--- src/rtl/ef_i2s_tdm_rx.sv ---
// I2S / left-justified / TDM master receiver: generates sck/ws, captures MSB-first slots,
// formats each capture and queues it with its slot number in a first-word-fall-through FIFO.
module ef_i2s_tdm_rx #(
  parameter int NCH     = 2,
  parameter int FIFO_AW = 4,
  parameter int PRESC_W = 8,
  localparam int CHW    = (NCH > 2) ? $clog2(NCH) : 1
) (
  input  logic               clk,
  input  logic               rst,
  input  logic               en,
  input  logic [1:0]         mode,
  input  logic [PRESC_W-1:0] sck_prescaler,
  input  logic [4:0]         sample_size,
  input  logic               sign_extend,
  input  logic [NCH-1:0]     ch_mask,
  output logic               sck,
  output logic               ws,
  input  logic               sdi,
  input  logic               fifo_rd,
  output logic [31:0]        fifo_rdata,
  output logic [CHW-1:0]     fifo_rch,
  output logic               fifo_empty,
  output logic               fifo_full,
  output logic [FIFO_AW:0]   fifo_level,
  input  logic [FIFO_AW:0]   fifo_threshold,
  output logic               fifo_level_above,
  output logic               overrun,
  input  logic               clr_overrun
);

  typedef enum logic [1:0] {
    MODE_I2S = 2'd0,
    MODE_LJ  = 2'd1,
    MODE_TDM = 2'd2,
    MODE_ALT = 2'd3
  } mode_t;

  localparam int unsigned DEPTH      = 2 ** FIFO_AW;
  localparam int unsigned FRAME_BITS = NCH * 32;
  localparam int unsigned HALF_CH    = NCH / 2;

  mode_t              mode_e;
  logic [PRESC_W-1:0] presc;
  logic [4:0]         bcnt;
  logic [CHW-1:0]     scnt;
  logic [31:0]        shreg;
  logic               first_frame;

  logic               tick, rise, fall;
  logic               last_bit, last_slot;
  logic [4:0]         bnext;
  logic [CHW-1:0]     snext;
  logic               ws_next, ws_idle;
  logic [31:0]        word;
  logic               push;

  assign mode_e    = mode_t'(mode);
  assign tick      = en && (presc == '0);
  assign rise      = tick && !sck;
  assign fall      = tick && sck;
  assign last_bit  = (bcnt == 5'd31);
  assign last_slot = (scnt == CHW'(NCH - 1));
  assign bnext     = bcnt + 5'd1;
  assign snext     = last_bit ? (last_slot ? '0 : scnt + CHW'(1)) : scnt;
  assign ws_idle   = (mode_e != MODE_TDM);

  // ws is computed for the (slot, bit) being entered, so it is valid for the whole bit period
  always_comb begin
    int unsigned pos;
    pos     = (32'(snext) * 32 + 32'(bnext) + 1) % FRAME_BITS;
    ws_next = 1'b0;
    case (mode_e)
      MODE_LJ:  ws_next = (32'(snext) >= HALF_CH);
      MODE_TDM: ws_next = (snext == CHW'(NCH - 1)) && (bnext == 5'd31);
      default:  ws_next = (pos >= FRAME_BITS / 2);
    endcase
  end

  // Bits above N-1 in shreg are stale leftovers from earlier slots, so they are replaced here
  always_comb begin
    word = '0;
    for (int unsigned i = 0; i < 32; i++) begin
      if (i <= 32'(sample_size))
        word[i] = shreg[i];
      else
        word[i] = sign_extend & shreg[sample_size];
    end
  end

  assign push = fall && last_bit && ch_mask[scnt] && !first_frame;

  always_ff @(posedge clk) begin
    if (rst) begin
      presc       <= sck_prescaler;
      sck         <= 1'b0;
      ws          <= 1'b1;
      bcnt        <= '0;
      scnt        <= '0;
      shreg       <= '0;
      first_frame <= 1'b1;
    end else if (!en) begin
      presc       <= sck_prescaler;
      sck         <= 1'b0;
      ws          <= ws_idle;
      bcnt        <= '0;
      scnt        <= '0;
      first_frame <= 1'b1;
    end else begin
      presc <= tick ? sck_prescaler : presc - PRESC_W'(1);
      if (rise) begin
        sck <= 1'b1;
        if (bcnt <= sample_size)
          shreg <= {shreg[30:0], sdi};
      end
      if (fall) begin
        sck  <= 1'b0;
        bcnt <= bnext;
        scnt <= snext;
        ws   <= ws_next;
        if (last_bit && last_slot)
          first_frame <= 1'b0;
      end
    end
  end

  logic [31:0]        mem_data [DEPTH];
  logic [CHW-1:0]     mem_ch   [DEPTH];
  logic [FIFO_AW-1:0] wptr, rptr;
  logic               wr_ok, rd_ok;
  logic [FIFO_AW:0]   level_next;

  assign rd_ok      = fifo_rd && !fifo_empty;
  assign wr_ok      = push && (!fifo_full || rd_ok);
  assign level_next = fifo_level + (FIFO_AW + 1)'(wr_ok) - (FIFO_AW + 1)'(rd_ok);

  always_ff @(posedge clk) begin
    if (!rst && wr_ok) begin
      mem_data[wptr] <= word;
      mem_ch[wptr]   <= scnt;
    end
  end

  always_ff @(posedge clk) begin
    if (rst) begin
      wptr       <= '0;
      rptr       <= '0;
      fifo_level <= '0;
      fifo_empty <= 1'b1;
      fifo_full  <= 1'b0;
      overrun    <= 1'b0;
    end else begin
      if (wr_ok)
        wptr <= wptr + FIFO_AW'(1);
      if (rd_ok)
        rptr <= rptr + FIFO_AW'(1);
      fifo_level <= level_next;
      fifo_empty <= (level_next == '0);
      fifo_full  <= (level_next == (FIFO_AW + 1)'(DEPTH));
      if (push && fifo_full && !rd_ok)
        overrun <= 1'b1;
      else if (clr_overrun)
        overrun <= 1'b0;
    end
  end

  assign fifo_rdata       = mem_data[rptr];
  assign fifo_rch         = mem_ch[rptr];
  assign fifo_level_above = (fifo_level > fifo_threshold);

endmodule

--- config.mk ---
export PLATFORM = sky130hd
export DESIGN_NAME = ef_i2s_tdm_rx
export DESIGN_NICKNAME = d
export VERILOG_FILES = /design/src/rtl/ef_i2s_tdm_rx.sv
export SDC_FILE = /design/constraint.sdc
export NUM_CORES = 1
export LEC_CHECK = 0
export CAP_MARGIN = 20
export CORE_AREA = 2 2 224 204
export DETAILED_ROUTE_END_ITERATION = 8
export DIE_AREA = 0 0 226 206
export PLACE_DENSITY_LB_ADDON = 0.12
export SLEW_MARGIN = 20
export SYNTH_ARGS = -nofsm -noshare
export SYNTH_HDL_FRONTEND = slang
export SYNTH_SLANG_ARGS = --single-unit
--- constraint.sdc ---
create_clock -name clk -period 3.6 [get_ports clk]
set_input_delay 0.72 -clock clk [delete_from_list [all_inputs] [get_ports clk]]
set_output_delay 0.72 -clock clk [all_outputs]
set_load 0.1 [all_outputs]
==> results.json, run 1 <==
{
  "portBuffers": 72,
  "rsz0062_at_grt": "no",
  "status": "finished, final reports clean",
  "fmax_mhz": 290,
  "async_flop_share_pct": 0,
  "fin_skew_ns": 0.0272,
  "cts-buffers-inserted": 57,
  "cts_tree": "yes",
  "syn_area_sq_mm": 0.0240,
  "dp_cells": 1894,
  "postRouteAntennaNets": 0,
  "peakVddDrop_mv": 0.360,
  "holdBufCountCts": 0,
  "endpoint_kind": "output pin",
  "ys_ff_latch": 597,
  "synth_cells": 1210,
  "min_path_cells": 1,
  "wl_per_cell_um": 26.3,
  "grt.total_usage_pct": 23.4,
  "leakage_nw": 8.18,
  "reg2reg_slack_ns": 0.26,
  "worstReg2RegStart": "bcnt[1]",
  "drc": 0,
  "syn_nets": 1269,
  "cts.sinks": 597,
  "dp_hpwl_um": 31200,
  "area_delta_synth_final_pct": 18.2,
  "antennaDiodeCount": 0,
  "drive_gt1_share_pct": 30.4,
  "setup_viol": 0,
  "maxCapViolations": 0,
  "row_count": 74,
  "grt_pass1_wl_um": 78000,
  "io_pins": 73,
  "min_to": "first_frame",
  "hp-class": "register to register",
  "hp-start": "first_frame",
  "clock_latency_ns": 0.62,
  "layout.cells.non_filler": 2007,
  "startpoint_type": "register",
  "dpl_worst_slack_ns": -0.0667,
  "grt_pass1_vias": 12300,
  "initial_utilization_pct": 54.0,
  "h-tree-depth": 2,
  "p_total_mw": 15.4,
  "die_y_um": 206,
  "rr_worst_depth": 17,
  "slew_violations": 0,
  "fin_util_pct": 63.8,
  "dr.pass1.iters": 5,
  "path_class": "register to output pin",
  "worst_slack_ns": 0.157,
  "grt_max_degree": 74,
  "multi_input_area_sq_mm": 0.00659,
  "period_share_pct": 95.7,
  "fillers": 3006,
  "worst_pin_slew_ns": 0.977,
  "period_needed_ns": 3.44,
  "critPathArrivalTime_ns": 2.72,
  "power.density_mw_per_mm2": 542,
  "synth-edff-count": 528,
  "timing.hold.ws_ns": 0.450,
  "fp.coreArea_sq_mm": 0.0445,
  "synth.distinct_cells": 53,
  "seq_area_sq_mm": 0.0172,
  "relSlewSlack_pct": 34.6,
  "final_cell_mix": "edfxtp_1 (528), mux4_2 (166), dfxtp_1 (65), clkbuf_16 (61), buf_4 (54)",
  "vias": 11900,
  "dieArea_sq_mm": 0.0466,
  "seq_area_frac_synth_pct": 71.7,
  "nNetsFinal": 1409,
  "final_common_cell": "edfxtp_1",
  "cp_max_fo": 19,
  "antenna_found_initial": 0,
  "die_w_um": 226,
  "drtIter0Drc": 1310,
  "rr_endpoint": "fifo_full",
  "gr-total-overflow": 0,
  "hold_viol_final": 0,
  "cp.required_ns": 2.88,
  "ctsLongestPathBuffers": 3,
  "viasPerCell": 5.93,
  "ys.flop_type": "edfxtp_1",
  "yosys_warnings": 0,
  "clk_pin_slew_ns": 0.06,
  "cts-root-buf": "clkbuf_16",
  "drt_wl_total_um": 52800,
  "place.gp.congestion": 0.893,
  "synth_area_per_cell_sq_um": 19.9
}
per-layer routing:
layer	vias up	GRT usage (%)	part of all wire, %
met5	-	0	0
met4	0	7.33	2.3
met3	91	3.87	6.2
met2	387	37.5	49
met1	6223	33.3	43
li1	5193	-	-
layout make-up:
cell class,count,area share [%]
flip-flops and latches,597,60.7
multi-input cells,524,23.2
repair buffers,143,6.47
clock buffers,82,5.89
well taps,608,2.68
clock inverters,26,0.705
inverters,27,0.357
through the flow:
stage	area, sq um	TNS (ns)
2_1_floorplan	24100	-71.56
3_3_place_gp	26400	-199.46
3_5_place_dp	26400	-0.230
4_1_cts	28300	-0.0245
5_1_grt	28400	0
6_report	28400	0
state kept, by name, summed over array words and instances, names as in the netlist, named ones only:
signal	cells
last_slot	1
fifo_empty	1
fifo_level	5
bcnt	5
shreg	32
fifo_full	1
overrun	1
wptr	4
mem_ch	16
sck	1
ws	1
rptr	4
first_frame	1
presc	8
mem_data	512
worst max-delay path, stage by stage, from the launching register on:
cell and delay [ns]:
dfxtp_4 0.42, buf_16 0.19, buf_16 0.21, mux4_2 0.53, mux4_2 0.54, buf_12 0.20
logic make-up after synthesis:
| kind of cell | after synthesis | share of synthesized area (%) |
|---|---|---|
| mux | 247 | 19.2 |
| compound gates | 61 | 1.64 |
| fa+ha+maj | 30 | 1.59 |
| flops | 597 | 71.7 |
| buf+inv | 89 | 1.52 |
| xor+xnor | 20 | 0.729 |
| simple gates | 166 | 3.59 |
report_power, final:
part	total (mW)	switching, mW	internal [mW]
registers	7.62	0.0618	7.55
clock network	5.86	2.49	3.38
logic	1.93	1.10	0.834
how the worst max path moves through the flow:
stage / start / endpoint / slack, ns
floorplan: sck / mem_ch[3] / -0.19
global placement: sample_size[3] / mem_data[14][6] / -0.79
detailed placement: fifo_rd / fifo_full / -0.07
CTS: register / fifo_rdata[1] / -0.009
global route: bcnt[1] / fifo_full / 0.04
finish: register / fifo_rdata[1] / 0.16
cell usage after synthesis, types with 4 or more instances:
cell,n,area [sq um]
edfxtp_1,528,15900
mux4_2,166,3740
dfxtp_1,69,1380
nor2_1,58,218
mux2i_1,48,480
clkbuf_1,43,161
nand2b_1,40,250
ha_1,29,363
mux2_2,29,327
nand2_1,29,109
inv_1,26,97.6
a21oi_1,20,100
o21ai_0,17,85.1
buf_2,11,55.1
xor2_1,11,96.3
xnor2_1,9,78.8
nor2b_1,8,50.1
nor3_1,6,30.0
nand4_1,5,31.3
a21o_1,4,30.0
a31oi_1,4,25.0
buf_1,4,15.0
repair_timing:
action,in CTS,in global routing
gates resized for setup,2,2
cloned,0,2
setup buffers,0,3
endpoints found under the setup margin,3,14
Power figures use the tool's default switching activity.
==> inputs of run 2 (changes only) <==
CELL_PAD_IN_SITES_DETAIL_PLACEMENT = 1   (was unset)
CELL_PAD_IN_SITES_GLOBAL_PLACEMENT = 1   (was unset)
CORE_AREA = 2 2 237 216   (was 2 2 224 204)
DIE_AREA = 0 0 239 218   (was 0 0 226 206)
==> run 2 against run 1 <==
Against the previous run:
- core utilization decreased by 6.6 points
- setup slack got worse by 0.045 ns
- cell area increased by 0.15%
- count of clock-buffer cells in the layout unchanged
- largest power group unchanged
- clock skew decreased by 0.0057 ns
- die area increased by 12%
- wire length increased by 9.7%
- sequential cell count unchanged
- global-route usage decreased by 0.38 points
- fmax decreased by 1.3%
- worst hold slack improved by 0.013 ns
==> results.json, run 2 (synthesis gave the netlist of run 1 again) <==
{
  "fp.coreArea_sq_mm": 0.0498,
  "fin_skew_ns": 0.0215,
  "fin_util_pct": 57.2,
  "hold_viol_final": 0,
  "reg_top3": "mem_data: 512 flops, shreg: 32 flops, mem_ch: 16 flops",
  "io_pins": 73,
  "reg2reg_slack_ns": 0.28,
  "maxCapViolations": 0,
  "setup_viol": 0,
  "fillers": 4301,
  "rr_worst_depth": 17,
  "clock_latency_ns": 0.63,
  "leakage_nw": 8.18,
  "endpoint_kind": "output pin",
  "grt_pass1_vias": 12900,
  "cts-buffers-inserted": 60,
  "drt_wl_total_um": 58000,
  "place.gp.congestion": 0.874,
  "crit_path_end": "fifo_rdata[23]",
  "regMostFlops": "mem_data",
  "final_cell_mix": "edfxtp_1 (528), mux4_2 (166), dfxtp_1 (63), buf_4 (62), clkbuf_16 (60)",
  "area_delta_synth_final_pct": 18.3,
  "worstReg2RegStart": "bcnt[0]",
  "viasPerCell": 5.88,
  "holdBufCountCts": 0,
  "dieArea_sq_mm": 0.0521,
  "cp_max_fo": 23,
  "cts-root-buf": "clkbuf_16",
  "status": "finished, final reports clean",
  "largest_reg_flops": 512,
  "slew_violations": 0,
  "worst_slack_ns": 0.111,
  "drtIter0Drc": 962,
  "path_class": "register to output pin",
  "startpoint_type": "register",
  "dpl_worst_slack_ns": -0.0766,
  "final_common_cell": "edfxtp_1",
  "cp.required_ns": 2.88,
  "multi_input_area_sq_mm": 0.00658,
  "worst_pin_slew_ns": 0.977,
  "portBuffers": 72,
  "finalSetupTns_ns": 0,
  "rr_endpoint": "fifo_full",
  "ctsLongestPathBuffers": 3,
  "row_count": 78,
  "dr.pass1.iters": 5,
  "clk_pin_slew_ns": 0.06,
  "vias": 12000,
  "wl_per_cell_um": 28.3,
  "grt_pass1_wl_um": 86300,
  "power.density_mw_per_mm2": 549,
  "antenna_found_initial": 1,
  "hp-class": "register to register",
  "drive_gt1_share_pct": 29.8,
  "dpl_cell_area_sq_mm": 0.0264,
  "die_w_um": 239,
  "die_y_um": 218,
  "p_total_mw": 15.6,
  "final_area_sq_mm": 0.0284,
  "nNetsFinal": 1415,
  "postRouteAntennaNets": 0,
  "relSlewSlack_pct": 34.6,
  "h-tree-depth": 2,
  "peakVddDrop_mv": 0.463,
  "cts_tree": "yes",
  "drc": 0,
  "grt_max_degree": 35,
  "initial_utilization_pct": 48.3,
  "grt.total_usage_pct": 23.0,
  "period_needed_ns": 3.49,
  "dp_hpwl_um": 34200,
  "fmax_mhz": 287,
  "critPathArrivalTime_ns": 2.77,
  "antennaDiodeCount": 0,
  "cts.sinks": 597,
  "rsz0062_at_grt": "no",
  "seq_area_sq_mm": 0.0173,
  "period_share_pct": 96.9,
  "gr-total-overflow": 0
}
-- run 2: changes by cell type in the layout (fill, tap and decap cells not counted), sizes merged --
cell / previous run / this run
clkbuf: 84 / 82
clkinvlp: 2 / 1
bufbuf: 0 / 1
clkdlybuf4s50: 38 / 37
bufinv: 2 / 6
buf: 103 / 108
-- run 2: timing repair --
item,4_1_cts,5_1_grt
gates cloned,1,0
hold endpoints to repair,0,0
gates resized for setup,1,2
setup buffers,3,0
setup endpoints to repair,9,1
-- run 2: metrics by stage --
stage	hold slack, ns	std cells
6_report	0.463	2045
5_1_grt	0.514	2045
4_1_cts	0.464	2045
3_5_place_dp	0.444	1930
3_3_place_gp	0.451	1930
2_1_floorplan	0.417	1210
-- run 2: how the worst min path moves through the flow --
stage | from | end | depth (start not counted)
finish | first_frame | first_frame | 1
global placement | first_frame | first_frame | 1
CTS | first_frame | first_frame | 1
global route | first_frame | first_frame | 1
detailed placement | first_frame | first_frame | 1
floorplan | first_frame | first_frame | 1
-- run 2: where the power goes --
part | switching, mW | internal (mW)
clock network | 2.58 | 3.53
logic | 1.09 | 0.803
registers | 0.0663 | 7.55
total | 3.74 | 11.9
-- run 2: metal layers --
metal  GRT usage (%)  up-vias  part of all wire, %
li1                -     5196                    -
met2            37.3      305                   49
met5               0        -                    0
met3            3.97       74                  5.1
met4            4.65        0                  1.6
met1            33.1     6440                   44
-- run 2: critical path: stages (launching register included) --
cell and delay, ns:
dfxtp_4 0.65, buf_4 0.36, mux4_2 0.36, mux4_2 0.56
buf_12 0.20
-- run 2: cell type report --
cell class                      instances  share of cell area (%)
Clock buffer                           82                    5.60
Clock inverter                         29                    1.14
Inverter                               27                   0.356
Multi-Input combinational cell        524                    23.1
Sequential cell                       597                    60.6
Tap cell                              640                    2.81
Timing Repair Buffer                  146                    6.32
